## config.mk

```make
export PLATFORM = sky130hd
export DESIGN_NAME = cfu_l1_rr_share
export DESIGN_NICKNAME = d
export VERILOG_FILES = /design/src/rtl/cfu_pkg.sv /design/src/rtl/shift_reg.sv /design/src/rtl/cfu_l1_rr_share.sv
export SDC_FILE = /design/constraint.sdc
export NUM_CORES = 1
export LEC_CHECK = 0
export BUFFER_PORTS_ARGS = -buffer_cell sky130_fd_sc_hd__buf_2
export CAP_MARGIN = 20
export CORE_AREA = 2 2 185 187
export DETAILED_ROUTE_END_ITERATION = 7
export DIE_AREA = 0 0 187 189
export SLEW_MARGIN = 20
export SYNTH_ARGS = -nofsm -noshare
export SYNTH_HDL_FRONTEND = slang
export SYNTH_SLANG_ARGS = --single-unit
```

## constraint.sdc

```tcl
create_clock -name clk -period 5.9 [get_ports clk]
set_input_delay 0.885 -clock clk [delete_from_list [all_inputs] [get_ports clk]]
set_output_delay 0.885 -clock clk [all_outputs]
set_load 0.05 [all_outputs]
```

## src/rtl/cfu_pkg.sv

```systemverilog
// Shared CFU types: response status codes, the share-tag carried alongside an
// in-flight request, and the round-robin pick helper used by the sharer.
package cfu_pkg;

    localparam int MAX_REQ = 16;
    localparam int OWNER_W = 4;

    typedef enum logic [2:0] {
        CFU_OK           = 3'd0,
        CFU_ERROR_OFF    = 3'd1,
        CFU_ERROR_FUNC   = 3'd2,
        CFU_ERROR_OP     = 3'd3,
        CFU_ERROR_STATE  = 3'd4,
        CFU_ERROR_CUSTOM = 3'd7
    } cfu_status_t;

    typedef struct packed {
        logic               valid;
        logic [OWNER_W-1:0] owner;
        logic               local_err;
    } cfu_share_tag_t;

    typedef struct packed {
        logic               found;
        logic [OWNER_W-1:0] idx;
    } rr_pick_t;

    // First set bit of valid[0..n-1] searching upward from ptr, wrapping at n.
    // Scanning offsets high-to-low lets the smallest offset win.
    function automatic rr_pick_t rr_pick(input logic [MAX_REQ-1:0] valid,
                                         input logic [OWNER_W-1:0] ptr,
                                         input int n);
        rr_pick_t           r;
        logic [OWNER_W-1:0] idx;
        r = '0;
        for (int k = MAX_REQ - 1; k >= 0; k--) begin
            if (k < n) begin
                idx = OWNER_W'((int'(ptr) + k) % n);
                if (valid[idx]) begin
                    r.found = 1'b1;
                    r.idx   = idx;
                end
            end
        end
        return r;
    endfunction

endpackage

```

## src/rtl/shift_reg.sv

```systemverilog
// Enable-gated delay line of N stages, W bits wide; N=0 degenerates to wires.
module shift_reg #(
    parameter int W = 1,
    parameter int N = 1
) (
    input  logic         clk,
    input  logic         rst,
    input  logic         en,
    input  logic [W-1:0] d,
    output logic [W-1:0] q
);

    if (N == 0) begin : g_wire
        assign q = d;
    end else begin : g_regs
        logic [W-1:0] stages [N];

        always_ff @(posedge clk) begin
            if (rst) begin
                for (int i = 0; i < N; i++) stages[i] <= '0;
            end else if (en) begin
                stages[0] <= d;
                for (int i = 1; i < N; i++) stages[i] <= stages[i-1];
            end
        end

        assign q = stages[N-1];
    end

endmodule

```

## src/rtl/cfu_l1_rr_share.sv

```systemverilog
// Round-robin sharer of one fixed-latency CFU among N_REQ requesters, with
// per-requester state windows; CFU_RR_SHARE_PERF_EN adds grant/stall counters.
module cfu_l1_rr_share
    import cfu_pkg::*;
#(
    parameter int N_REQ          = 4,
    parameter int LAT            = 2,
    parameter int STATES_PER_REQ = 1,
    parameter int FUNC_ID_W      = 10,
    parameter int DATA_W         = 32,
    parameter int STATE_W        = 4,
    parameter int CSTATE_W       = 6
) (
    input  logic                       clk,
    input  logic                       rst,
    input  logic                       clk_en,
    input  logic [N_REQ-1:0]           req_valid,
    output logic [N_REQ-1:0]           req_ready,
    input  logic [N_REQ*FUNC_ID_W-1:0] req_func,
    input  logic [N_REQ*STATE_W-1:0]   req_state,
    input  logic [N_REQ*DATA_W-1:0]    req_data0,
    input  logic [N_REQ*DATA_W-1:0]    req_data1,
    output logic [N_REQ-1:0]           resp_valid,
    output logic [2:0]                 resp_status,
    output logic [DATA_W-1:0]          resp_data,
    output logic                       cfu_req_valid,
    output logic [FUNC_ID_W-1:0]       cfu_req_func,
    output logic [CSTATE_W-1:0]        cfu_req_state,
    output logic [DATA_W-1:0]          cfu_req_data0,
    output logic [DATA_W-1:0]          cfu_req_data1,
    input  logic                       cfu_resp_valid,
    input  logic [2:0]                 cfu_resp_status,
    input  logic [DATA_W-1:0]          cfu_resp_data
`ifdef CFU_RR_SHARE_PERF_EN
    ,
    output logic [N_REQ*32-1:0]        perf_grants,
    output logic [N_REQ*32-1:0]        perf_stalls
`endif
);

    localparam int TAG_W = $bits(cfu_share_tag_t);

    logic [OWNER_W-1:0]   ptr;
    rr_pick_t             pick;
    logic                 grant_found;
    logic [OWNER_W-1:0]   grant_idx;
    logic [FUNC_ID_W-1:0] sel_func;
    logic [STATE_W-1:0]   sel_state;
    logic [DATA_W-1:0]    sel_data0;
    logic [DATA_W-1:0]    sel_data1;
    logic                 local_err;
    cfu_share_tag_t       tag_in;
    cfu_share_tag_t       tag_out;
    logic [TAG_W-1:0]     tag_out_bits;

    // Arbiter and payload mux; the payload is picked by grant index only.
    always_comb begin
        pick        = rr_pick(MAX_REQ'(req_valid), ptr, N_REQ);
        grant_found = pick.found && clk_en && !rst;
        grant_idx   = pick.idx;
        req_ready   = '0;
        sel_func    = '0;
        sel_state   = '0;
        sel_data0   = '0;
        sel_data1   = '0;
        for (int i = 0; i < N_REQ; i++) begin
            if (grant_idx == OWNER_W'(i)) begin
                req_ready[i] = grant_found;
                sel_func     = req_func[i*FUNC_ID_W +: FUNC_ID_W];
                sel_state    = req_state[i*STATE_W +: STATE_W];
                sel_data0    = req_data0[i*DATA_W +: DATA_W];
                sel_data1    = req_data1[i*DATA_W +: DATA_W];
            end
        end
        local_err        = int'(sel_state) >= STATES_PER_REQ;
        cfu_req_valid    = grant_found && !local_err;
        cfu_req_func     = sel_func;
        cfu_req_state    = CSTATE_W'(int'(grant_idx) * STATES_PER_REQ + int'(sel_state));
        cfu_req_data0    = sel_data0;
        cfu_req_data1    = sel_data1;
        tag_in.valid     = grant_found;
        tag_in.owner     = grant_idx;
        tag_in.local_err = local_err;
    end

    always_ff @(posedge clk) begin
        if (rst) begin
            ptr <= '0;
        end else if (grant_found) begin
            ptr <= (grant_idx == OWNER_W'(N_REQ - 1)) ? '0 : grant_idx + 1'b1;
        end
    end

    shift_reg #(
        .W(TAG_W),
        .N(LAT)
    ) u_tag_pipe (
        .clk(clk),
        .rst(rst),
        .en (clk_en),
        .d  (tag_in),
        .q  (tag_out_bits)
    );

    assign tag_out = cfu_share_tag_t'(tag_out_bits);

    // Local-error tags answer without the CFU; others forward its result.
    always_comb begin
        resp_valid  = '0;
        resp_status = CFU_OK;
        resp_data   = '0;
        if (tag_out.valid) begin
            for (int i = 0; i < N_REQ; i++) begin
                if (tag_out.owner == OWNER_W'(i)) resp_valid[i] = 1'b1;
            end
            if (tag_out.local_err) begin
                resp_status = CFU_ERROR_STATE;
            end else begin
                resp_status = cfu_resp_status;
                resp_data   = cfu_resp_data;
            end
        end
    end

    always_ff @(posedge clk) begin
        if (!rst && clk_en) begin
            a_cfu_resp_matches_tag: assert (cfu_resp_valid == (tag_out.valid && !tag_out.local_err));
        end
    end

`ifdef CFU_RR_SHARE_PERF_EN
    logic [31:0] grants_q [N_REQ];
    logic [31:0] stalls_q [N_REQ];

    always_ff @(posedge clk) begin
        if (rst) begin
            for (int i = 0; i < N_REQ; i++) begin
                grants_q[i] <= '0;
                stalls_q[i] <= '0;
            end
        end else if (clk_en) begin
            for (int i = 0; i < N_REQ; i++) begin
                if (req_ready[i] && grants_q[i] != '1) grants_q[i] <= grants_q[i] + 32'd1;
                if (req_valid[i] && !req_ready[i] && stalls_q[i] != '1)
                    stalls_q[i] <= stalls_q[i] + 32'd1;
            end
        end
    end

    always_comb begin
        perf_grants = '0;
        perf_stalls = '0;
        for (int i = 0; i < N_REQ; i++) begin
            perf_grants[i*32 +: 32] = grants_q[i];
            perf_stalls[i*32 +: 32] = stalls_q[i];
        end
    end
`endif

endmodule

```

# Yosys cells after proc, flatten, opt, wreduce, memory -nomap -nowiden
# Memories as Yosys holds them, arrays and structs flattened.
# Index checks and enable logic that the tools add are counted.
dict set report totals {
  n_memories 1
  reg_bits 2
  word_cells 82
  out_inout_bits 124
  ramBits 12
  in_bits 355
}
dict set report classes {
  n_lt_le_gt_ge 5
  bitwise 5
  n_addsub 5
  n_reduce_logical 10
  eq_ne 6
  mux 49
}
# memory depth word_bits read_ports rd_clocked_by_memory_dff write_ports line
set mem_list {}
lappend mem_list {u_tag_pipe.g_regs.stages 2 6 2 0 2 shift_reg.sv:16} ;# logic [W-1:0] stages [N];
# cell n
set ops {}
lappend ops {{$mux W32} 10}
lappend ops {{$mux W10} 4}
lappend ops {{$mux W4} 5}
lappend ops {{$mux W5} 4}
lappend ops {{$mux W1} 17}
lappend ops {{$eq A4 B2 Y1 const B} 4}
lappend ops {{$lt A4 B5 Y1 const B} 3}
lappend ops {{$mux W6} 2}
lappend ops {{$bmux W1 S3} 3}
lappend ops {{$eq A4 B1 Y1 const B} 2}
lappend ops {{$logic_not A4 Y1} 2}
lappend ops {{$mux W3} 2}
lappend ops {{$reduce_or A2 Y1} 3}
lappend ops {{$add A4 B4 Y5} 1}
lappend ops {{$lt A2 B5 Y1 const B} 1}
lappend ops {{$add A2 B1 Y2 const B} 2}
lappend ops {{$add A2 B2 Y2 const B} 2}
lappend ops {{$ge A4 B1 Y1 const B} 1}
lappend ops {{$and A1 B1 Y1 const A} 3}
lappend ops {{$logic_and A1 B1 Y1} 3}
lappend ops {{$bmux W1 S2} 1}
lappend ops {{$logic_not A1 Y1} 2}
lappend ops {{$mux W2} 1}
lappend ops {{$or A1 B1 Y1} 2}

# Depth between registers and ports, before layout
# Gate-level depths: netlist of run 1.
dict set report depth {
  ltp_word 17
  depth_mapped 13
  depth_no_buf 12
}

# Modules after synthesis
# A second synthesis of run 1 with hierarchy kept.
dict set report unflattened {
  cells_unflattened 641
  area_unflattened_um2 3858.7
}
# mod seq_area_each_um2 area_each_um2 instances cells_per_inst
set modules_own_cells {}
lappend modules_own_cells {cfu_l1_rr_share 40.0 3320.7 1 608}
lappend modules_own_cells {shift_reg 360.3 538.0 1 33}

# Worst setup path before layout of run 1
# OpenSTA, ideal clock, no wires.
dict set report synth_path {
  kind {in2out}
  start {in req_valid[2]}
  end {out cfu_req_state[2]}
  t_arrival_ns 3.659
  path_buffers 1
  t_required_ns 5.015
  path_slack_ns 1.356
  cell_stages 12
  cell_sequence {mux2i_1 nor2_1 nor3_1 inv_1 ha_1 buf_2 nor2_2 o211a_1 nor2_1 ha_1 fa_1 xor2_1}
}
# element line
set synth_rtl {}
lappend synth_rtl {{from (decl)} cfu_l1_rr_share.sv:17} ;# input logic [N_REQ-1:0] req_valid,
lappend synth_rtl {{to (decl)} cfu_l1_rr_share.sv:28} ;# output logic [CSTATE_W-1:0] cfu_req_state,

==> out/metrics.yaml, run 1 <==
grt_first_pass_wirelength_mm: 29.7
hold_path.class: "reg2reg"
path_cells: "buf_2 > nor3b_1 > nor3_1 > buf_4 > inv_1 > ha_4 > nand2b_2 > o22ai_2 > nor2_1 > ha_1 > fa_1 > xor2_1 > buf_2"
fin_crit_sh_pct: 77.8
mostFrequentLayoutCells: "buf_2 (476), nand2_1 (158), a21oi_1 (152)"
cap_violations: 0
slew_viol_final: 0
setup_viol: 0
grt_overflow_total: 0
drt_pass1_iterations: 5
globalRouteTotalUtil_pct: 10.4
syn_to_final_growth_pct: 82.2
cts_buffers: 3
synth_fp_nets: 991
yosys_warnings: 0
synthCells: 629
wl_mm: 20.2
relSlewSlack_pct: 45.2
n_fill_cell: 3798
die-area_um2: 35300
syn-cell-area_um2: 3530
syn_avg_cell_area_um2: 5.62
clk_pin_slew_ps: 40
hold_viol: 0
cts_resized: 0
synthTopCellsByArea: "a21oi_1 (22%), nand2_1 (17%), nand3b_1 (16%)"
clk_path_buf_depth: 2
layout_commonest_cell: "buf_2"
multi_input_area_um2: 3020
worstSetupPathType: "in2out"
die_w_um: 187
instances_no_fill: 1508
slowest_delay_ps: 430
worst-endpoint-required_ps: 5020
vias: 6149
post-dp-hpwl_mm: 17.0
fmax_mhz: 218
final_antenna_net_count: 0
dieHeight_um: 189
place_congestion: 0.831
avgRoutedWirePerCell_um: 13.4
total_leakage_power_nw: 3.13
cp.arrival_ps: 3710
htree_num_levels: 1
core_area_um2: 33300
slowest_stage: "fa_1"
vias_per_cell: 4.08
grt_pass1_vias: 5656
endpoint_kind: "output port"
power.density_nw_per_um2: 270
dp_cells: 1501
cts_sinks: 10
critPathLaunchType: "input pin"
hold_buffers: 0
fin_skew_ps: 3.65
synth_top_area_share_pct: 21.5
hold_ws_ps: 508
yosysTopAreaCell: "a21oi_1"
clk_latency_ps: 240
initial_core_util_pct: 10.6
antenna_found_initial: 4
root_buffer: "clkbuf_16"
fin_tns_setup_ps: 0
grt_max_degree: 87
synth.distinct_cells: 40
area.sequential_um2: 280
initialDrtViolationCount: 200
synth.ff_latch_count: 10
ios: 479
status: "complete, no violations"
max_slew.worst_pin.slew_ps: 823
postCtsSetupRepairBufs: 0
rsz0062_at_grt: "no"
yosysSeqAreaShare_pct: 7.93
nNetsFinal: 1420
vdd_drop_max_mv: 0.130
path_max_fanout: 19
path_common_cell: "buf_2"
io_buffers: 476
num_rows: 67
fin_crit_ps: 4590
drive_above_1_share_pct: 47.9
remaining_drc_errors: 0
cts_tree: "yes"
==> layout make-up <==
class	count	share of cell area, %
multi-input combinational	552	46.9
clock inverter	1	0.0583
inverter	4	0.233
sequential	10	4.35
tap	448	8.71
timing repair buffer	487	38.5
antenna	3	0.117
clock buffer	3	1.17
==> registers in the layout (all words and copies together) (netlist names) <==
| register | flops |
|---|---|
| ptr | 2 |
| u_tag_pipe.g_regs.stages | 8 |
==> power by group <==
part           internal (mW)  total [mW]  switching (mW)  leakage [nW]
sequential            0.0837      0.0878         0.00410         0.104
clock                 0.0889       0.122          0.0333        0.0386
combinational          0.421        1.53            1.11          2.99
total                  0.593        1.74            1.14          3.13
==> through the flow <==
stage	power (mW)	utilization [%]	setup WS, ps	area [um2]
after floorplan	1.20	-	1360	3530
after CTS	1.75	19.3	1260	6430
after global placement	1.62	19.1	1350	6350
after detailed placement	1.62	19.1	1270	6350
after global routing	1.85	19.3	1110	6440
final	1.74	19.3	1310	6440
==> cells in the mapped netlist <==
library cell and count:
nor3_1 3, o22ai_1 3, nor3b_1 2, nor2_1 6, xor2_1 2, o21ai_1 71, o211a_1 1, dfxtp_1 2
buf_4 2, a31oi_2 1, nand2_1 158, inv_1 3, a21oi_1 152, nand2b_1 2, o21ai_0 4, inv_2 1
buf_6 1, o31a_1 1, nor2_2 2, buf_2 16, and3b_1 1, or2_2 1, edfxtp_1 8, o211a_2 2
and2_1 41, ha_1 6, nand2b_2 1, o31ai_1 2, clkbuf_1 40, nand3b_1 75, and3_1 2, nor4_1 2
fa_1 1, o22ai_2 3, buf_1 4, nor4b_2 1, conb_1 1, mux2i_1 1, o21a_1 2, nor2b_1 2
==> metal layers <==
metal | part of all wire [%] | GRT usage (%) | vias to the layer above
li1 | - | - | 3040
met1 | 38 | 11.8 | 2699
met2 | 49 | 19.0 | 369
met3 | 8.7 | 1.59 | 39
met4 | 4.4 | 5.25 | 2
met5 | 0.040 | 0 | -
==> cell families (layout without fill, tap and decap cells) <==
logic type | after synthesis | after routing | synth area share, %
xor gates and xnor gates | 2 | 2 | 0.496
and+or+nand+nor | 299 | 299 | 44.3
AOI/OAI and AO/OA | 242 | 242 | 36.0
adders and majority gates | 7 | 7 | 2.69
DFF | 10 | 10 | 7.93
buffers and inverters | 67 | 495 | 8.11
other | 1 | 4 | 0.106
muxes | 1 | 1 | 0.283
==> critical path, delay by kind of cell <==
kind | cells | cell delay, ps
adder cells (fa/ha/maj) | 3 | 970
buffers and inverters | 4 | 770
AND/OR/NAND/NOR | 4 | 690
XOR/XNOR | 1 | 220
AO/OA/AOI/OAI | 1 | 160
==> path summary, 6_finish.rpt <==
path / slack [ps] / depth (start not counted) / from / end
min: 510 / 1 / u_tag_pipe.g_regs.stages[0][2] / u_tag_pipe.g_regs.stages[0][8]
max reg2reg: 3150 / 9 / ptr[1] / u_tag_pipe.g_regs.stages[0][0]
max: 1310 / 13 / req_valid[1] / cfu_req_state[2]
min reg2reg: 510 / 1 / u_tag_pipe.g_regs.stages[0][2] / u_tag_pipe.g_regs.stages[0][8]
Power figures use the tool's default switching activity.
==> inputs of run 2 (changes only) <==
Settings changed: CORE_AREA 2 2 185 187 to 2 2 186 188, DIE_AREA 0 0 187 189 to 0 0 188 190.
Clock period 5.9 ns to 4.15 ns, I/O delays scaled along.
==> run 2 against run 1 <==
Against the previous run: first-iteration DRC count grew 16%; clock skew up 1.2 ps; critical path depth unchanged; register-to-register slack got worse by 2000 ps; worst hold slack better by 5.1 ps; sequential share of layout area barely moved; largest power group unchanged; cell area up 1.0%; critical endpoint unchanged.
==> out/metrics.yaml, run 2 (synthesized netlist as in run 1, its figures left out) <==
drt_pass1_iterations: 5
cts_buffers: 3
regMostFlops: "u_tag_pipe.g_regs.stages"
grt_overflow_total: 0
status: "complete, no violations"
grt_first_pass_wirelength_mm: 29.3
cp.arrival_ps: 3320
vdd_drop_max_mv: 0.227
initialDrtViolationCount: 232
mostFrequentLayoutCells: "buf_2 (474), nand2_1 (158), a21oi_1 (152)"
max_slew.worst_pin.slew_ps: 842
io_buffers: 476
clk_latency_ps: 240
worstSetupPathType: "in2out"
postCtsSetupRepairBufs: 0
critPathLaunchType: "input pin"
layout_commonest_cell: "buf_2"
grt_pass1_vias: 5477
final_cell_area_um2: 6500
p_comb_share_pct: 88.1
initial_core_util_pct: 10.4
top_regs: "u_tag_pipe.g_regs.stages (8), ptr (2)"
die-area_um2: 35700
final_util_pct: 19.2
slew_viol_final: 0
largest_register_ffs: 8
htree_num_levels: 1
cts_resized: 0
hold_buffers: 0
nNetsFinal: 1422
avgRoutedWirePerCell_um: 13.4
hold_viol: 0
endpoint_kind: "output port"
worst-endpoint-required_ps: 3530
clkPwrFrac_pct: 6.9
power.density_nw_per_um2: 384
p_switching_mw: 1.62
cts_tree: "yes"
cts_sinks: 10
post-dp-hpwl_mm: 17.1
clk_pin_slew_ps: 40
cap_violations: 0
dpl_cell_area_um2: 6420
vias_per_cell: 3.99
path_max_fanout: 5
drive_above_1_share_pct: 48.0
final_antenna_net_count: 0
p_int_mw: 0.875
ios: 479
power_mw: 2.50
vias: 6049
fin_crit_ps: 3940
wl_mm: 20.4
hold_path.class: "reg2reg"
sequentialPowerShare_pct: 5.0
die_w_um: 188
fmax_mhz: 254
clk_path_buf_depth: 2
place_congestion: 0.850
core_area_um2: 33900
root_buffer: "clkbuf_16"
globalRouteTotalUtil_pct: 10.3
hold_ws_ps: 514
switching_share_pct: 65.0
fin_skew_ps: 4.86
dieHeight_um: 190
syn_to_final_growth_pct: 84.0
rsz0062_at_grt: "no"
grt_max_degree: 86
antenna_found_initial: 3
remaining_drc_errors: 0
fin_crit_sh_pct: 95.0
num_rows: 68
relSlewSlack_pct: 43.9
setup_viol: 0
fin_tns_setup_ps: 0
total_leakage_power_nw: 3.15
run 2: path summary, 6_finish.rpt:
path,to,cells past startpoint,start,slack [ps]
worst max-delay path,cfu_req_state[2],13,req_valid[0],210
worst min-delay path,u_tag_pipe.g_regs.stages[0][8],1,u_tag_pipe.g_regs.stages[0][2],510
worst max register to register,u_tag_pipe.g_regs.stages[0][0],9,ptr[1],1180
worst min register to register,u_tag_pipe.g_regs.stages[0][8],1,u_tag_pipe.g_regs.stages[0][2],510
run 2: through the flow:
step	worst slack (ps)	std cells
after floorplan	131	629
after global placement	236	1510
after detailed placement	253	1510
after CTS	167	1514
after global routing	97.8	1517
final	207	1517
run 2: power by group through the flow:
stage               combinational [mW]  sequential (mW)  clock [mW]
floorplan                         1.58            0.125           0
detailed placement                2.21            0.126           0
global route                      2.35            0.126       0.179
finish                            2.20            0.125       0.172
CTS                               2.21            0.125       0.174
global placement                  2.20            0.126           0
run 2: worst max-delay path, cell delays in order:
cell     delay (ps)
buf_2           120
mux2i_1         130
nor2_1           80
nor3_1          380
inv_1           200
ha_4            230
nor2_2          210
o211a_1         200
nor2_1           50
ha_1            210
fa_1            420
xor2_1          170
buf_2           280
run 2: layer usage:
| metal | routed length [um] | vias to the layer above | global-route usage (%) |
|---|---|---|---|
| li1 | - | 3041 | - |
| met1 | 7810 | 2656 | 11.8 |
| met2 | 10600 | 336 | 19.9 |
| met3 | 1600 | 16 | 1.42 |
| met4 | 396 | 0 | 2.42 |
| met5 | 0 | - | 0 |
run 2: layout make-up:
class                      count  area (um2)
antenna                        3        7.51
clock buffer                   4        78.8
fill                        3911       27400
inverter                       4        15.0
multi-input combinational    552        3020
sequential                    10         280
tap                          455         569
timing repair buffer         489        2530
==> inputs of run 3 (changes only) <==
Settings changed: MAX_ROUTING_LAYER from default to met4.
==> run 3 against run 2 <==
Against the previous run: sequential power hardly changed; cell area unchanged; setup slack worse by 9.4 ps; maximum frequency shrank 0.24%; non-clock buffer count did not move; core utilization is the same; global-route usage up 0.30 points; critical endpoint unchanged.
==> out/metrics.yaml, run 3 (synthesized netlist as in run 1, its figures left out) <==
vias: 6091
initial_core_util_pct: 10.4
fin_tns_setup_ps: 0
fin_crit_ps: 3950
hold_buffers: 0
hold_path.class: "reg2reg"
grt_max_degree: 86
die-area_um2: 35700
worstSetupPathType: "in2out"
fmax_mhz: 253
cts_resized: 0
hold_viol: 0
final_util_pct: 19.2
num_rows: 68
layout_commonest_cell: "buf_2"
final_antenna_net_count: 0
setup_viol: 0
initialDrtViolationCount: 247
clk_latency_ps: 240
htree_num_levels: 1
vias_per_cell: 4.02
regMostFlops: "u_tag_pipe.g_regs.stages"
nNetsFinal: 1422
globalRouteTotalUtil_pct: 10.6
worst-endpoint-required_ps: 3530
multi_input_area_um2: 3020
grt_pass1_vias: 5472
postCtsSetupRepairBufs: 0
antenna_found_initial: 3
dieHeight_um: 190
clk_pin_slew_ps: 40
wl_mm: 20.4
max_slew.worst_pin.slew_ps: 841
path_max_fanout: 5
fin_skew_ps: 4.87
root_buffer: "clkbuf_16"
n_fill_cell: 3911
drt_pass1_iterations: 4
avgRoutedWirePerCell_um: 13.5
top_regs: "u_tag_pipe.g_regs.stages (8), ptr (2)"
ios: 479
rsz0062_at_grt: "no"
critPathLaunchType: "input pin"
clk_path_buf_depth: 2
io_buffers: 476
cts_tree: "yes"
slew_viol_final: 0
total_leakage_power_nw: 3.15
core_area_um2: 33900
drive_above_1_share_pct: 48.0
power.density_nw_per_um2: 384
relSlewSlack_pct: 43.9
post-dp-hpwl_mm: 17.1
status: "complete, no violations"
cts_buffers: 3
cap_violations: 0
place_congestion: 0.864
cts_sinks: 10
area.sequential_um2: 280
syn_to_final_growth_pct: 84.0
remaining_drc_errors: 0
largest_register_ffs: 8
mostFrequentLayoutCells: "buf_2 (474), nand2_1 (158), a21oi_1 (152)"
grt_overflow_total: 0
endpoint_kind: "output port"
cp.arrival_ps: 3330
grt_first_pass_wirelength_mm: 29.3
fin_crit_sh_pct: 95.2
vdd_drop_max_mv: 0.227
die_w_um: 188
run 3: layout make-up:
type	count	share of cell area [%]
Sequential cell	10	4.31
Tap cell	455	8.76
Clock buffer	4	1.21
Inverter	4	0.231
Multi-Input combinational cell	552	46.4
Timing Repair Buffer	489	39.0
Antenna cell	3	0.115
run 3: per-stage QoR:
step	instances	total power, mW	hold slack (ps)	instance area [um2]	setup WS (ps)
2_1_floorplan	629	1.71	480	3530	131
3_3_place_gp	1510	2.32	499	6420	236
3_5_place_dp	1510	2.33	504	6420	253
4_1_cts	1514	2.51	514	6490	167
5_1_grt	1517	2.65	529	6500	97.8
6_report	1517	2.50	514	6500	197
run 3: worst paths after layout:
path / start / end / slack (ps) / cells after the start
worst min register to register: u_tag_pipe.g_regs.stages[0][2] / u_tag_pipe.g_regs.stages[0][8] / 510 / 1
worst max register to register: ptr[1] / u_tag_pipe.g_regs.stages[0][0] / 1180 / 9
worst max-delay path: req_valid[0] / cfu_req_state[2] / 200 / 13
worst min-delay path: u_tag_pipe.g_regs.stages[0][2] / u_tag_pipe.g_regs.stages[0][8] / 510 / 1
run 3: critical path: stages:
cell and delay (ps):
buf_2 120, mux2i_1 130, nor2_1 80, nor3_1 380, inv_1 200, ha_4 230
nor2_2 210, o211a_1 210, nor2_1 50, ha_1 210, fa_1 420, xor2_1 170
buf_2 280
run 3: routing by layer:
metal / wire (um) / global-route usage, % / part of all wire (%)
met1: 7870 / 11.9 / 39
met2: 10600 / 19.8 / 52
met3: 1500 / 1.24 / 7.3
met4: 423 / 2.54 / 2.1
met5: 0 / - / 0
run 3: power by group:
group | internal (mW) | switching (mW)
registers | 0.119 | 0.00589
clock network | 0.128 | 0.0430
logic | 0.627 | 1.57
